===== config.mk =====
export PLATFORM = sky130hd
export DESIGN_NAME = adis_frame_sequencer
export DESIGN_NICKNAME = d
export VERILOG_FILES = /design/src/rtl/adis_pkg.sv /design/src/rtl/adis_cmd_gap_timer.sv /design/src/rtl/adis_frame_sequencer.sv
export SDC_FILE = /design/constraint.sdc
export NUM_CORES = 1
export LEC_CHECK = 0
export BUFFER_PORTS_ARGS = -buffer_cell sky130_fd_sc_hd__buf_4
export CELL_PAD_IN_SITES_DETAIL_PLACEMENT = 1
export CELL_PAD_IN_SITES_GLOBAL_PLACEMENT = 2
export CORE_MARGIN = 2
export CORE_UTILIZATION = 37
export CTS_CLUSTER_DIAMETER = 200
export DETAILED_ROUTE_END_ITERATION = 8
export HOLD_SLACK_MARGIN = 0.03
export PLACE_DENSITY = 0.92
export SYNTH_ARGS = -nofsm -noshare
export SYNTH_HDL_FRONTEND = slang
export SYNTH_SLANG_ARGS = --single-unit

===== constraint.sdc =====
create_clock -name clk -period 8.32 [get_ports clk]
set_input_delay 1.664 -clock clk [delete_from_list [all_inputs] [get_ports clk]]
set_output_delay 1.664 -clock clk [all_outputs]
set_load 0.01 [all_outputs]

===== src/rtl/adis_pkg.sv =====
// Shared definitions for the ADIS16209 frame sequencer: the register list,
// the command-word layout and the controller state encoding.
package adis_pkg;

    localparam int NUM_REGS = 8;

    // Registers read on every frame, in the order they are presented.
    localparam logic [6:0] REG_LIST [NUM_REGS] = '{
        7'h02, 7'h04, 7'h06, 7'h08, 7'h0A, 7'h0C, 7'h0E, 7'h10
    };

    typedef enum logic [2:0] {
        ST_BOOT = 3'd0,
        ST_CFG  = 3'd1,
        ST_IDLE = 3'd2,
        ST_REQ  = 3'd3,
        ST_WAIT = 3'd4,
        ST_GAP  = 3'd5
    } state_t;

    // Command word sent to the SPI engine: data byte, a zero bit, address.
    function automatic logic [15:0] build_cmd(input logic [7:0] data,
                                              input logic [6:0] addr);
        return {data, 1'b0, addr};
    endfunction

endpackage


===== src/rtl/adis_cmd_gap_timer.sv =====
// Shared down-counter. A load sets the count; it then decrements to zero
// and holds there. expired is high whenever the count is zero.
module adis_cmd_gap_timer #(
    parameter int W = 32
) (
    input  logic         clk,
    input  logic         rst,
    input  logic         load,
    input  logic [W-1:0] load_val,
    output logic         expired
);

    logic [W-1:0] cnt;

    // Load has priority over counting; the count parks at zero.
    always_ff @(posedge clk) begin
        if (rst) begin
            cnt <= '0;
        end else if (load) begin
            cnt <= load_val;
        end else if (cnt != '0) begin
            cnt <= cnt - 1'b1;
        end
    end

    assign expired = (cnt == '0);

endmodule


===== src/rtl/adis_frame_sequencer.sv =====
// ADIS16209 frame sequencer. Boots, writes one configuration register pair,
// then reads the register list once per trigger. Read data arrives one
// transaction late, so a frame is nine transactions and the last one is a
// dummy read whose only purpose is to collect the data of register 7.
//
// SPI handshake: spi_req is a one-cycle request; spi_wr_en and spi_data_tx are
// valid from the spi_req cycle and stay stable until the rising edge of
// spi_done, at which spi_data_rx is valid. Only that rising edge is acted on.
module adis_frame_sequencer
    import adis_pkg::*;
#(
    parameter int          BOOT_CYC    = 2000000,
    parameter int          STALL_CYC   = 160,
    parameter int          PERIOD_CYC  = 15360,
    parameter int          TIMEOUT_CYC = 1024,
    parameter logic [6:0]  CFG_ADDR    = 7'h34,
    parameter logic [15:0] CFG_DATA    = 16'h0000
) (
    input  logic        clk,
    input  logic        rst,
    input  logic        trig,
    output logic        spi_req,
    output logic        spi_wr_en,
    output logic [15:0] spi_data_tx,
    input  logic [15:0] spi_data_rx,
    input  logic        spi_done,
    output logic        smp_valid,
    output logic [2:0]  smp_idx,
    output logic [15:0] smp_data,
    output logic        frame_done,
    output logic        busy,
    output logic        timeout_err,
    output logic [7:0]  overrun_cnt,
    output state_t      dbg_state
);

    localparam logic [31:0] BOOT_LD    = (BOOT_CYC > 0)    ? 32'(BOOT_CYC - 1)    : 32'd0;
    localparam logic [31:0] STALL_LD   = (STALL_CYC > 0)   ? 32'(STALL_CYC - 1)   : 32'd0;
    localparam logic [31:0] TIMEOUT_LD = (TIMEOUT_CYC > 0) ? 32'(TIMEOUT_CYC - 1) : 32'd0;
    localparam logic [31:0] PER_LAST   = (PERIOD_CYC > 0)  ? 32'(PERIOD_CYC - 1)  : 32'd0;
    localparam bit          PER_EN     = (PERIOD_CYC > 0);
    localparam logic [3:0]  LAST_K     = 4'd8;

    state_t      state, state_n;
    logic [3:0]  k, k_n;
    logic        cfg_mode, cfg_mode_n;
    logic        cfg_idx, cfg_idx_n;
    logic        aborted, aborted_n;
    logic        boot_loaded, boot_loaded_n;
    logic        spi_done_q;
    logic        tmr_load, tmr_expired, set_timeout;
    logic [31:0] tmr_val;
    logic [31:0] period_cnt;
    logic        period_run;
    logic        tick, trig_any, done_edge, sample_now;
    logic [3:0]  k_m1;
    logic [2:0]  reg_idx;
    logic [15:0] cmd_n;

    assign done_edge  = spi_done & ~spi_done_q;
    assign tick       = PER_EN && period_run && (period_cnt == PER_LAST);
    assign trig_any   = trig | tick;
    assign sample_now = (state == ST_WAIT) && done_edge && !cfg_mode && (k != 4'd0);
    assign k_m1       = k - 4'd1;
    assign spi_req    = (state == ST_REQ);
    assign dbg_state  = state;

    adis_cmd_gap_timer #(.W(32)) u_timer (
        .clk      (clk),
        .rst      (rst),
        .load     (tmr_load),
        .load_val (tmr_val),
        .expired  (tmr_expired)
    );

    // Next-state logic; also decides when the shared timer is reloaded.
    always_comb begin
        state_n       = state;
        k_n           = k;
        cfg_mode_n    = cfg_mode;
        cfg_idx_n     = cfg_idx;
        aborted_n     = aborted;
        boot_loaded_n = boot_loaded;
        tmr_load      = 1'b0;
        tmr_val       = 32'd0;
        set_timeout   = 1'b0;
        case (state)
            ST_BOOT: begin
                if (!boot_loaded) begin
                    tmr_load      = 1'b1;
                    tmr_val       = BOOT_LD;
                    boot_loaded_n = 1'b1;
                end else if (tmr_expired) begin
                    state_n = ST_CFG;
                end
            end
            ST_CFG: begin
                cfg_mode_n = 1'b1;
                cfg_idx_n  = 1'b0;
                aborted_n  = 1'b0;
                state_n    = ST_REQ;
            end
            ST_IDLE: begin
                if (trig_any) begin
                    k_n       = 4'd0;
                    aborted_n = 1'b0;
                    state_n   = ST_REQ;
                end
            end
            ST_REQ: begin
                tmr_load = 1'b1;
                tmr_val  = TIMEOUT_LD;
                state_n  = ST_WAIT;
            end
            ST_WAIT: begin
                if (done_edge) begin
                    tmr_load = 1'b1;
                    tmr_val  = STALL_LD;
                    state_n  = ST_GAP;
                end else if (tmr_expired) begin
                    set_timeout = 1'b1;
                    aborted_n   = 1'b1;
                    tmr_load    = 1'b1;
                    tmr_val     = STALL_LD;
                    state_n     = ST_GAP;
                end
            end
            ST_GAP: begin
                if (tmr_expired) begin
                    if (aborted) begin
                        cfg_mode_n = 1'b0;
                        state_n    = ST_IDLE;
                    end else if (cfg_mode) begin
                        if (!cfg_idx) begin
                            cfg_idx_n = 1'b1;
                            state_n   = ST_REQ;
                        end else begin
                            cfg_mode_n = 1'b0;
                            state_n    = ST_IDLE;
                        end
                    end else if (k < LAST_K) begin
                        k_n     = k + 4'd1;
                        state_n = ST_REQ;
                    end else begin
                        state_n = ST_IDLE;
                    end
                end
            end
            default: state_n = ST_BOOT;
        endcase
    end

    // Command word for the transaction about to be requested.
    always_comb begin
        reg_idx = (k_n == LAST_K) ? 3'd0 : k_n[2:0];
        if (cfg_mode_n) begin
            cmd_n = cfg_idx_n ? build_cmd(CFG_DATA[15:8], CFG_ADDR + 7'd1)
                              : build_cmd(CFG_DATA[7:0], CFG_ADDR);
        end else begin
            cmd_n = build_cmd(8'h00, REG_LIST[reg_idx]);
        end
    end

    // State register, command latch, sample strobe and status outputs.
    always_ff @(posedge clk) begin
        if (rst) begin
            state       <= ST_BOOT;
            k           <= 4'd0;
            cfg_mode    <= 1'b0;
            cfg_idx     <= 1'b0;
            aborted     <= 1'b0;
            boot_loaded <= 1'b0;
            spi_done_q  <= 1'b0;
            spi_wr_en   <= 1'b0;
            spi_data_tx <= 16'h0000;
            smp_valid   <= 1'b0;
            smp_idx     <= 3'd0;
            smp_data    <= 16'h0000;
            frame_done  <= 1'b0;
            busy        <= 1'b0;
            timeout_err <= 1'b0;
            overrun_cnt <= 8'd0;
        end else begin
            state       <= state_n;
            k           <= k_n;
            cfg_mode    <= cfg_mode_n;
            cfg_idx     <= cfg_idx_n;
            aborted     <= aborted_n;
            boot_loaded <= boot_loaded_n;
            spi_done_q  <= spi_done;
            busy        <= (state_n != ST_IDLE);
            if (state_n == ST_REQ) begin
                spi_wr_en   <= cfg_mode_n;
                spi_data_tx <= cmd_n;
            end
            smp_valid  <= sample_now;
            frame_done <= sample_now && (k == LAST_K);
            if (sample_now) begin
                smp_idx  <= k_m1[2:0];
                smp_data <= spi_data_rx;
            end
            if (set_timeout) begin
                timeout_err <= 1'b1;
            end
            if (trig_any && (state != ST_IDLE) && (overrun_cnt != 8'hFF)) begin
                overrun_cnt <= overrun_cnt + 8'd1;
            end
        end
    end

    // Internal trigger period counter, free-running once boot has finished.
    always_ff @(posedge clk) begin
        if (rst) begin
            period_run <= 1'b0;
            period_cnt <= 32'd0;
        end else begin
            if ((state == ST_BOOT) && (state_n == ST_CFG)) begin
                period_run <= 1'b1;
            end
            if (PER_EN && period_run) begin
                period_cnt <= tick ? 32'd0 : period_cnt + 32'd1;
            end
        end
    end

endmodule


==> results.md, run 1 <==
- Outcome: complete, no violations
- Nets: approximately 710
- First-pass GRT wire length: between 20,000 and 25,000 um
- Fraction of layout cells with a size suffix above 1: 16.5%
- Register area share after synthesis: 42.8%
- Area Growth Syn to Fin: 20.8%
- VDD IR-drop max: 0.000177 V
- P per Cell Area: 217 mW/mm2
- Avg Inst Size Synth: 8.40 um2
- CTS tree: built
- Clock Skews: 0.00799 ns
- Commonest cells after routing, fill and taps aside: dfxtp_1 (114), nor2_1 (88), nand2_1 (67)
- Die height: ~120 um
- Pins over their slew limit: 0
- Seq cells post-synth: 114
- Initial Utilization: 38.1%
- Hold_sp: smp_data[5]$_SDFFE_PP0P_
- Tot GR Track Use: a little under a fifth
- Seq. cell area: 0.00228 mm2
- Crit path time final: 3.45 ns
- Fill cell count: 1,702
- Clock Tree Buf Depth: 2
- Hold Path Class: reg -> reg
- Worst skew pair latency: 0.41 ns
- Reg2reg setup slack: around 4.9 ns
- Dpl hpwl: 9160 um
- Compound-Gate Fraction of Synth Area: 10.3%
- Leakage: 2.46 nW
- Worst-Margin Slew: between 1 and 1.5 ns
- Period utilization: 41.5%
- Sum Neg Setup Slack: 0 ns
- Largest family of logic cells by synthesized area: simple AND/OR/NAND/NOR gates
- Yosys cell types: 60
- Worst r2r src: u_timer.cnt[19]$_SDFFE_PP0P_
- DR pass1 iterations: 4
- Hold Crit Endpoint: smp_data[5]$_SDFFE_PP0P_
- Critical R2R Capture: spi_data_tx[0]$_SDFFE_PP0N_
- Worst Hold Depth: 2
- CTS Hold Bufs: 0
- Drt initial violations: roughly 220
- Pin count of the biggest net entering global routing: 66
- Diode count: 0
- Most common cell after layout, fill and taps aside: dfxtp_1
- Post-Synth Adder-Cell Area: 2.11%
- Setup Viol. Count Final: 0
- Clock slew at reported path FFs: 0.06 ns
- Ys flop type: dfxtp_1
- Routed vias: 4,489
- Crit Path Class: reg -> reg
- Post-Route Utilization: between 40% and 50%
- Post-synth design cell area: 0.00534 mm2
- Number of synthesized flops with an enable pin: 0
- Post-synthesis simple-gate area fraction: 27.7%
- IO Port Bufs: 61
- Clock Tree Root: clkbuf_16
- WL/cell: 15.4 um
- # DRC: 0
- DR vias/cell: 5.12
- Setup bufs post-CTS: 0
- GPL Wtd Cong: 0.756
- CP Launch Type: flop
- Max-cap violations: 0
- Multi-input logic area: between 0.002 and 0.003 mm2
- Critical path required time: 8.59 ns
- CTS Sinks: 114
- Site Rows: 43
- Die width: 124 um
- Xor/xnor cell area share of the yosys netlist: 10.2%
- Critical Path Fanout Max: 15
- Syn Inst Count: 635
- R2R depth: 7
- Die Area: roughly 0.015 mm2
- Ys Warns: 0
- Fin. Hold Viols: 0
- CORE AREA: 0.0140 mm2
- GR Overflow Total: 0
- Critical Path AT: 3.72 ns
- Antenna violations before repair: 0
- Num ports: 72
- Max Clk Rate: 290 MHz
- # H-tree levels: 4
- Vias in the first global route: about 4.8k
- Num CTS Buffers: 17
- Cts repair resizes: 0
- Slew headroom: approximately 20%
- Post-synthesis mux area share: 0.961%
- Critical Path Sink Type: flop
- Post-synth ARST share: 0%
- Drt total wl: around 13,000 um
- RSZ-0062 raised after global routing: false
- Antenna Violating Nets Remaining: 0
==> layout make-up <==
| class | count | area share [%] |
|---|---|---|
| multi-input combinational | 466 | 43.0 |
| sequential | 114 | 35.4 |
| timing repair buffer | 63 | 7.34 |
| clock buffer | 20 | 7.08 |
| tap | 180 | 3.49 |
| clock inverter | 12 | 2.45 |
| inverter | 21 | 1.22 |
==> flip-flops by register name (all words and copies together), names as in the netlist <==
| register | flops |
|---|---|
| period_cnt | 32 |
| u_timer.cnt | 32 |
| smp_data | 16 |
| overrun_cnt | 8 |
| spi_data_tx | 6 |
| k | 4 |
| dbg_state | 3 |
| smp_idx | 3 |
| aborted | 1 |
| boot_loaded | 1 |
| busy | 1 |
| cfg_idx | 1 |
| cfg_mode | 1 |
| frame_done | 1 |
| period_run | 1 |
| smp_valid | 1 |
| spi_done_q | 1 |
| timeout_err | 1 |
==> worst max-delay path: stages (launching register included) <==
cell and delay (ns):
dfxtp_1 0.35, nor4_1 0.50, and4b_1 0.51, and3_1 0.66, a2111oi_4 0.18, o31ai_2 0.79, or3b_1 0.23, a21oi_1 0.06
==> logic make-up after synthesis <==
kind of cell	Yosys count
compound gates	88
fa+ha+maj	9
simple gates	292
buf+inv	64
flops	114
mux	5
xor+xnor	62
other cells	1
==> power breakdown <==
part / total, mW / switching, mW / leakage (nW) / internal, mW
sequential: 0.567 / 0.0109 / 0.924 / 0.557
clock: 0.753 / 0.267 / 0.280 / 0.486
combinational: 0.0756 / 0.0453 / 1.26 / 0.0303
total: 1.40 / 0.323 / 2.46 / 1.07
==> metrics by stage <==
step / area, um2 / instances / total power, mW / hold WS, ns / setup WS, ns
global route: 6450 / 876 / 1.44 / 0.487 / 4.63
CTS: 6450 / 876 / 1.41 / 0.461 / 4.87
floorplan: 5370 / 644 / 0.634 / 0.462 / 5.36
finish: 6450 / 876 / 1.40 / 0.458 / 4.87
detailed placement: 5830 / 844 / 0.654 / 0.453 / 4.70
global placement: 5830 / 844 / 0.650 / 0.443 / 4.83
==> cells in the mapped netlist, types with 2 or more instances <==
cell	instances	area share, %
dfxtp_1	114	43
nor2_1	88	6.2
nand2_1	67	4.7
a21oi_1	47	4.4
nor3_1	35	3.3
xor2_1	34	5.6
xnor2_1	28	4.6
clkbuf_1	20	1.4
inv_1	20	1.4
buf_4	14	2.0
nand3_1	13	1.2
o21ai_0	13	1.2
nand4_1	12	1.4
nor4_1	11	1.3
or3_1	11	1.3
ha_1	9	2.1
a31oi_1	7	0.82
and3_1	7	0.82
nand2b_1	7	0.82
nand3b_1	7	0.98
buf_2	6	0.56
or2_2	6	0.70
and2_1	4	0.47
mux2i_1	4	0.75
nor4b_1	4	0.66
o21a_1	4	0.56
nor2b_1	3	0.35
a211oi_1	2	0.28
a21o_1	2	0.28
and4b_1	2	0.38
buf_6	2	0.42
nor4_2	2	0.47
nor4_4	2	0.80
or4_1	2	0.28
==> how the worst max path moves through the flow <==
stage	from	end	slack, ns	cells past startpoint
final	u_timer.cnt[19]$_SDFFE_PP0P_	spi_data_tx[0]$_SDFFE_PP0N_	4.87	7
after global placement	spi_done	spi_data_tx[2]$_SDFFE_PP0N_	4.83	8
after global routing	u_timer.cnt[19]$_SDFFE_PP0P_	spi_data_tx[3]$_SDFFE_PP0N_	4.63	7
after CTS	u_timer.cnt[19]$_SDFFE_PP0P_	spi_data_tx[0]$_SDFFE_PP0N_	4.87	7
after floorplan	spi_done	spi_data_tx[4]$_SDFFE_PP0N_	5.36	7
after detailed placement	spi_done	spi_data_tx[0]$_SDFFE_PP0N_	4.70	8
==> metal layers <==
| layer | track usage, % | vias to the layer above | wire length [um] |
|---|---|---|---|
| met2 | 32.1 | 69 | 6760 |
| met5 | 0 | - | 0 |
| met4 | 7.02 | 0 | 137 |
| met1 | 22.0 | 2172 | 5930 |
| met3 | 6.04 | 9 | 625 |
| li1 | - | 2239 | - |
Note: power is estimated with default switching activity, not from simulation.
==> inputs of run 2 (changes only) <==
--- a/config.mk
+++ b/config.mk
@@ -9,11 +9,11 @@
 export CELL_PAD_IN_SITES_DETAIL_PLACEMENT = 1
 export CELL_PAD_IN_SITES_GLOBAL_PLACEMENT = 2
 export CORE_MARGIN = 2
-export CORE_UTILIZATION = 37
+export CORE_UTILIZATION = 34
 export CTS_CLUSTER_DIAMETER = 200
 export DETAILED_ROUTE_END_ITERATION = 8
 export HOLD_SLACK_MARGIN = 0.03
-export PLACE_DENSITY = 0.92
+export PLACE_DENSITY = 0.87
 export SYNTH_ARGS = -nofsm -noshare
 export SYNTH_HDL_FRONTEND = slang
 export SYNTH_SLANG_ARGS = --single-unit
==> constraint.sdc (replaced) <==
create_clock -name clk -period 3.2 [get_ports clk]
set_input_delay 0.64 -clock clk [delete_from_list [all_inputs] [get_ports clk]]
set_output_delay 0.64 -clock clk [all_outputs]
set_load 0.01 [all_outputs]
==> run 2 against run 1 <==
First-iteration DRC count down 13%. Cell area up 3.4%. Non-clock buffer count up 9. Final cell count rose by 4.6%. Register-to-register slack got worse by 4.6 ns. Largest cell class unchanged. Die area increased by 8.5%. Combinational power grew to 2.6 times the previous value. Sequential power rose to 2.6 times the previous value. Critical endpoint is now spi_data_tx[3]$_SDFFE_PP0N_. Flip-flop and latch count stayed put.
==> results.md, run 2 (synthesis results as in run 1) <==
- # H-tree levels: 4 (unchanged)
- Max Clk Rate: 343 MHz (was 290 MHz)
- GR Overflow Total: 0 (unchanged)
- Critical Path Fanout Max: 6 (was 15)
- Critical R2R Capture: spi_data_tx[3]$_SDFFE_PP0N_ (was spi_data_tx[0]$_SDFFE_PP0N_)
- CTS tree: built (unchanged)
- Period utilization: 91.0% (was 41.5%)
- Fin. Hold Viols: 0 (unchanged)
- Tot GR Track Use: 18.2% (was 18.8%)
- Max-cap violations: 0 (unchanged)
- Antenna violations before repair: 0 (unchanged)
- Diode count: 0 (unchanged)
- Worst Hold Depth: 2 (unchanged)
- Critical path required time: 3.51 ns (was 8.59 ns)
- Seq. cell area: 0.00228 mm2 (unchanged)
- Clock Skews: 0.00637 ns (was 0.00799 ns)
- Leakage: 2.57 nW (was 2.46 nW)
- Worst r2r src: u_timer.cnt[11]$_SDFFE_PP0P_ (was u_timer.cnt[19]$_SDFFE_PP0P_)
- Hold_sp: smp_data[13]$_SDFFE_PP0P_ (was smp_data[5]$_SDFFE_PP0P_)
- Multi-input logic area: 0.00278 mm2 (was 0.00277 mm2)
- CTS Hold Bufs: 0 (unchanged)
- Fraction of layout cells with a size suffix above 1: 17.9% (was 16.5%)
- Most common cell after layout, fill and taps aside: dfxtp_1 (unchanged)
- RSZ-0062 raised after global routing: false (unchanged)
- Setup crit end: spi_data_tx[3]$_SDFFE_PP0N_ (was spi_data_tx[0]$_SDFFE_PP0N_)
- Worst-Margin Slew: 0.588 ns (was 1.19 ns)
- DR vias/cell: 5.02 (was 5.12)
- Met1 Usage GRT: 21.4% (was 22.0%)
- Setup Viol. Count Final: 0 (unchanged)
- Worst skew pair latency: 0.42 ns (was 0.41 ns)
- # DRC: 0 (unchanged)
- Slew headroom: 60.7% (was 20.1%)
- Drt total wl: 13,900 um (was 13,500 um)
- Busiest layer in global routing: met2 (unchanged)
- CP Launch Type: flop (unchanged)
- Vias in the first global route: 4,881 (was 4,770)
- Sum Neg Setup Slack: 0 ns (unchanged)
- Final worst slack: 0.288 ns (was 4.87 ns)
- Num CTS Buffers: 17 (unchanged)
- Dpl hpwl: 9380 um (was 9160 um)
- Clock Tree Buf Depth: 2 (unchanged)
- Area Growth Syn to Fin: 24.9% (was 20.8%)
- Die width: 129 um (was 124 um)
- Hold slack final: 0.459 ns (was 0.458 ns)
- Die height: 129 um (was 124 um)
- Hold Path Class: reg -> reg (unchanged)
- Num ports: 72 (unchanged)
- VDD IR-drop max: 0.000359 V (was 0.000177 V)
- CORE AREA: 0.0153 mm2 (was 0.0140 mm2)
- Critical Path AT: 3.22 ns (was 3.72 ns)
- Pins over their slew limit: 0 (unchanged)
- Antenna Violating Nets Remaining: 0 (unchanged)
- Biggest regs: period_cnt (32), u_timer.cnt (32), smp_data (16) (unchanged)
- Outcome: complete, no violations (unchanged)
- Crit Path Class: reg -> reg (unchanged)
- CTS Sinks: 114 (unchanged)
- Nets: 721 (was 712)
- Crit path time final: 2.91 ns (was 3.45 ns)
- Clock Tree Root: clkbuf_16 (unchanged)
- Fill cell count: 1,800 (was 1,702)
- Global-route track usage on met2: 30.4% (was 32.1%)
- Clock slew at reported path FFs: 0.06 ns (about the same)
- GPL Wtd Cong: 0.760 (was 0.756)
- Routed vias: 4,597 (was 4,489)
- DR pass1 iterations: 4 (unchanged)
- Reg2reg setup slack: 0.29 ns (was 4.87 ns)
- Setup bufs post-CTS: 0 (unchanged)
- Die Area: 0.0167 mm2 (was 0.0154 mm2)
- IO Port Bufs: 61 (unchanged)
- Initial Utilization: 35.0% (was 38.1%)
- Site Rows: 45 (was 43)
- Critical Path Sink Type: flop (unchanged)
- P per Cell Area: 603 mW/mm2 (was 217 mW/mm2)
- R2R depth: 10 (was 7)
- Drt initial violations: 193 (was 223)
- First-pass GRT wire length: 23,800 um (was 22,700 um)
- CP startpoint: u_timer.cnt[11]$_SDFFE_PP0P_ (was u_timer.cnt[19]$_SDFFE_PP0P_)
- WL/cell: 15.2 um (was 15.4 um)
- Commonest cells after routing, fill and taps aside: dfxtp_1 (114), nor2_1 (88), buf_4 (72) (was dfxtp_1 (114), nor2_1 (88), nand2_1 (67))
- Place WS: 0.213 ns (was 4.70 ns)
- Pin count of the biggest net entering global routing: 52 (was 66)
- Met3 Usage GRT: 5.78% (was 6.04%)
## run 2: area by class of cell
class,instances,share of cell area (%)
Inverter,21,1.18
Clock inverter,14,4.24
Timing Repair Buffer,72,8.11
Multi-Input combinational cell,466,41.7
Sequential cell,114,34.2
Clock buffer,18,6.59
Tap cell,211,3.96
## run 2: critical path, cell delays in order, from the launching register on
cell     delay, ns
dfxtp_1       0.36
nor4_2        0.41
and4b_1       0.40
nand3_2       0.13
or4_4         0.46
xnor2_1       0.13
or2_2         0.31
inv_2         0.10
ha_1          0.16
mux2i_1       0.07
o41ai_1       0.27
## run 2: worst min path at each step
stage | endpoint
after global routing | spi_done_q$_SDFF_PP0_
after global placement | smp_data[6]$_SDFFE_PP0P_
final | smp_data[13]$_SDFFE_PP0P_
after detailed placement | smp_data[13]$_SDFFE_PP0P_
after floorplan | period_cnt[1]$_SDFFE_PP0P_
after CTS | smp_data[4]$_SDFFE_PP0P_
## run 2: what timing repair did
item,in CTS,in global routing
endpoints found under the setup margin,0,2
gates resized for setup,0,1
endpoints found under the hold margin,0,0
## run 2: per-layer routing
layer  wire (um)  part of all wire (%)  vias up
li1            -                     -     2256
met1        6130                    44     2208
met2        6710                    48      109
met3         753                   5.4       24
met4         330                   2.4        0
met5           0                     0        -
## run 2: through the flow
step	utilization [%]	cell area, um2	cells	total power [mW]
after CTS	43.6	6660	916	4.06
after global placement	38.9	5940	884	1.69
final	43.7	6660	916	4.02
after global routing	43.7	6660	916	4.16
after detailed placement	38.9	5940	884	1.70
after floorplan	-	5370	644	1.65
## run 2: power breakdown
part / internal, mW / total, mW / leakage [nW] / switching, mW
Clock: 1.64 / 2.35 / 0.346 / 0.709
Combinational: 0.0818 / 0.200 / 1.30 / 0.119
Sequential: 1.45 / 1.48 / 0.924 / 0.0287
==> inputs of run 3 (changes only) <==
--- a/config.mk
+++ b/config.mk
@@ -5,15 +5,17 @@
 export SDC_FILE = /design/constraint.sdc
 export NUM_CORES = 1
 export LEC_CHECK = 0
+export ABC_AREA = 1
 export BUFFER_PORTS_ARGS = -buffer_cell sky130_fd_sc_hd__buf_4
 export CELL_PAD_IN_SITES_DETAIL_PLACEMENT = 1
 export CELL_PAD_IN_SITES_GLOBAL_PLACEMENT = 2
 export CORE_MARGIN = 2
-export CORE_UTILIZATION = 34
+export CORE_UTILIZATION = 33
 export CTS_CLUSTER_DIAMETER = 200
 export DETAILED_ROUTE_END_ITERATION = 8
 export HOLD_SLACK_MARGIN = 0.03
 export PLACE_DENSITY = 0.87
+export SKIP_LAST_GASP = 1
 export SYNTH_ARGS = -nofsm -noshare
 export SYNTH_HDL_FRONTEND = slang
 export SYNTH_SLANG_ARGS = --single-unit
==> run 3 against run 2 <==
Final cell count up 21%. Highest routed layer unchanged. Synthesized area rose by 11%. First-iteration DRC count increased by 17%. Worst hold slack worse by 0.024 ns. Die area up 14%. Clock-buffer cell count down 1. Largest power group unchanged. Worst setup slack better by 0.40 ns. Via count grew 16%. Sequential power is essentially flat. Routed wire length is 14% higher. Combinational power increased by 37%. Core utilization is 3.2 points lower.
==> results.md, run 3 <==
- Outcome: complete, no violations (unchanged)
- Clock Tree Buf Depth: 2 (unchanged)
- Clock Skews: 0.0103 ns (was 0.00637 ns)
- Hold Path Class: in -> reg (was reg -> reg)
- Final instance area: 0.00720 mm2 (was 0.00666 mm2)
- Num ports: 72 (unchanged)
- Most frequent cells after synthesis: nor2_1 (154), dfxtp_1 (114), nand2_1 (103), inv_1 (67), a21oi_1 (46) (was dfxtp_1 (114), nor2_1 (88), nand2_1 (67), a21oi_1 (47), nor3_1 (35))
- Num CTS Buffers: 17 (unchanged)
- Post-synth design cell area: 0.00593 mm2 (was 0.00534 mm2)
- CP Launch Type: flop (unchanged)
- First-pass GRT wire length: 26,800 um (was 23,800 um)
- Die height: 138 um (was 129 um)
- Biggest regs: period_cnt (32), u_timer.cnt (32), smp_data (16) (unchanged)
- IO Port Bufs: 61 (unchanged)
- Leakage: 2.99 nW (was 2.57 nW)
- Tot GR Track Use: 17.1% (was 18.2%)
- Drt initial violations: 225 (was 193)
- Max-cap violations: 0 (unchanged)
- Worst-Margin Slew: 0.489 ns (was 0.588 ns)
- CTS Hold Bufs: 0 (unchanged)
- Sum Neg Setup Slack: 0 ns (unchanged)
- Crit path time final: 2.51 ns (was 2.91 ns)
- Met1 Usage GRT: 22.5% (was 21.4%)
- Die Area: 0.0191 mm2 (was 0.0167 mm2)
- WL/cell: 14.3 um (was 15.2 um)
- Site Rows: 49 (was 45)
- Clock Tree Root: clkbuf_16 (unchanged)
- Die width: 138 um (was 129 um)
- GPL Wtd Cong: 0.788 (was 0.760)
- Drt total wl: 15,800 um (was 13,900 um)
- Crit-path max cell delay: 0.31 ns (was 0.46 ns)
- Number of synthesized flops with an enable pin: 0 (unchanged)
- Register area share after synthesis: 38.5% (was 42.8%)
- Yosys cell types: 53 (was 60)
- Ys Warns: 0 (unchanged)
- Crit Path Class: reg -> reg (unchanged)
- Pin count of the biggest net entering global routing: 42 (was 52)
- Period utilization: 78.5% (was 91.0%)
- VDD IR-drop max: 0.000375 V (was 0.000359 V)
- Dpl hpwl: 11,600 um (was 9380 um)
- Vias in the first global route: 5,426 (was 4,881)
- CP bufs+invs: 3 (was 1)
- Diode count: 0 (unchanged)
- Top delay family on crit path: simple AND/OR/NAND/NOR gates (unchanged)
- CTS Sinks: 114 (unchanged)
- Routed vias: 5,329 (was 4,597)
- Critical Path AT: 2.82 ns (was 3.22 ns)
- Area Growth Syn to Fin: 21.4% (was 24.9%)
- Seq cells post-synth: 114 (unchanged)
- DR pass1 iterations: 4 (unchanged)
- Clock slew at reported path FFs: 0.06 ns (about the same)
- GR Overflow Total: 0 (unchanged)
- Top-count cell post-synth: nor2_1 (was dfxtp_1)
- Worst skew pair latency: 0.42 ns (about the same)
- Busiest layer in global routing: met2 (unchanged)
- RSZ-0062 raised after global routing: false (unchanged)
- Most common cell after layout, fill and taps aside: nor2_1 (was dfxtp_1)
- Slew headroom: 67.1% (was 60.7%)
- Fin. Hold Viols: 0 (unchanged)
- Fraction of layout cells with a size suffix above 1: 22.5% (was 17.9%)
- # H-tree levels: 4 (unchanged)
- Area leader, netlist: dfxtp_1 (unchanged)
- Fill cell count: 2,241 (was 1,800)
- Initial Utilization: 33.4% (was 35.0%)
- CTS tree: built (unchanged)
- Post-synth ARST share: 0% (unchanged)
- Setup bufs post-CTS: 0 (unchanged)
- CORE AREA: 0.0178 mm2 (was 0.0153 mm2)
- Critical path required time: 3.51 ns (about the same)
- Commonest cells after routing, fill and taps aside: nor2_1 (154), dfxtp_1 (114), nand2_1 (103) (was dfxtp_1 (114), nor2_1 (88), buf_4 (72))
- Top cell type's share of synthesized area: 38.5% (was 42.8%)
- Max Clk Rate: 398 MHz (was 343 MHz)
- # DRC: 0 (unchanged)
- Global-route track usage on met2: 27.6% (was 30.4%)
- Worst path slowest cell: dfxtp_1 (was or4_4)
- Pins over their slew limit: 0 (unchanged)
- Post-Route Utilization: 40.5% (was 43.7%)
- Top post-synthesis cells by area: dfxtp_1 (38%), nor2_1 (9.7%), nand2_1 (6.5%), inv_1 (4.2%), a21oi_1 (3.9%) (was dfxtp_1 (43%), nor2_1 (6.2%), xor2_1 (5.6%), nand2_1 (4.7%), xnor2_1 (4.6%))
- Critical Path Sink Type: flop (unchanged)
- Antenna violations before repair: 0 (unchanged)
- Antenna Violating Nets Remaining: 0 (unchanged)
- Syn Inst Count: 800 (was 635)
- DR vias/cell: 4.81 (was 5.02)
- Placed Area: 0.00659 mm2 (was 0.00594 mm2)
- Met3 Usage GRT: 4.09% (was 5.78%)
- Setup Viol. Count Final: 0 (unchanged)
- Critical path cell sequence: inv_1 -> ha_1 -> inv_1 -> nor2_1 -> nand2_1 -> nor2_1 -> nand2_2 -> nor2_8 -> nand3_1 -> a21o_1 -> o21ai_1 -> inv_1 -> ha_1 -> nor3_1 -> nor2_1 (was nor4_2 -> and4b_1 -> nand3_2 -> or4_4 -> xnor2_1 -> or2_2 -> inv_2 -> ha_1 -> mux2i_1 -> o41ai_1)
- Ys flop type: dfxtp_1 (unchanged)
- Nets: 896 (was 721)
- Avg Inst Size Synth: 7.42 um2 (was 8.40 um2)
- Place WS: 0.690 ns (was 0.213 ns)
- P per Cell Area: 517 mW/mm2 (was 603 mW/mm2)
- Cts repair resizes: 0 (unchanged)
- Critical Path Fanout Max: 14 (was 6)
- Final worst slack: 0.687 ns (was 0.288 ns)
run 3: final cells by class:
type	count	area, um2	area share (%)
Clock buffer	17	425	5.91
Sequential cell	114	2280	31.7
Multi-Input combinational cell	590	3230	44.9
Tap cell	229	287	3.98
Clock inverter	15	186	2.59
Inverter	78	293	4.07
Timing Repair Buffer	66	495	6.88
run 3: logic make-up (layout without fill, tap and decap cells):
kind of cell	after synthesis	in the layout	share of synthesized area, %
and+or+nand+nor	427	427	36.6
AOI/OAI and AO/OA	119	119	11.7
DFF	114	114	38.5
buffers and inverters	105	176	7.63
xor gates and xnor gates	25	25	3.69
adders and majority gates	9	9	1.90
other	1	10	0.0632
run 3: power by group:
group / switching, mW / internal [mW] / leakage [nW]
logic: 0.176 / 0.0968 / 1.78
registers: 0.0306 / 1.45 / 0.924
clock network: 0.744 / 1.23 / 0.286
run 3: metrics by stage:
stage                     total power [mW]  hold slack, ns  std cells
after detailed placement              1.78           0.453       1077
after floorplan                       1.71           0.443        809
after global placement                1.78           0.445       1077
after global routing                  3.86           0.437       1109
final                                 3.73           0.435       1109
after CTS                             3.77           0.423       1109
run 3: routing by layer:
| metal | share of wire (%) | wire length [um] | up-vias |
|---|---|---|---|
| li1 | - | - | 2739 |
| met1 | 49 | 7830 | 2498 |
| met2 | 46 | 7330 | 73 |
| met3 | 3.1 | 486 | 19 |
| met4 | 1.2 | 192 | 0 |
| met5 | 0 | 0 | - |
run 3: worst register-to-register path, stage by stage (launching register included):
cell	delay, ns
dfxtp_1	0.31
inv_1	0.13
ha_1	0.21
inv_1	0.05
nor2_1	0.08
nand2_1	0.05
nor2_1	0.11
nand2_2	0.10
nor2_8	0.28
nand3_1	0.11
a21o_1	0.19
o21ai_1	0.14
inv_1	0.12
ha_1	0.30
nor3_1	0.18
nor2_1	0.07
run 3: final timing paths:
check                           slack, ns  depth (start not counted)                           to                         from
worst max-delay path                 0.69                         15  spi_data_tx[2]$_SDFFE_PP0N_  u_timer.cnt[0]$_SDFFE_PP0P_
worst min register to register       0.46                          2     timeout_err$_SDFFE_PP0P_     timeout_err$_SDFFE_PP0P_
worst min-delay path                 0.44                          3     smp_data[0]$_SDFFE_PP0P_               spi_data_rx[0]
worst max register to register       0.69                         15  spi_data_tx[2]$_SDFFE_PP0N_  u_timer.cnt[0]$_SDFFE_PP0P_
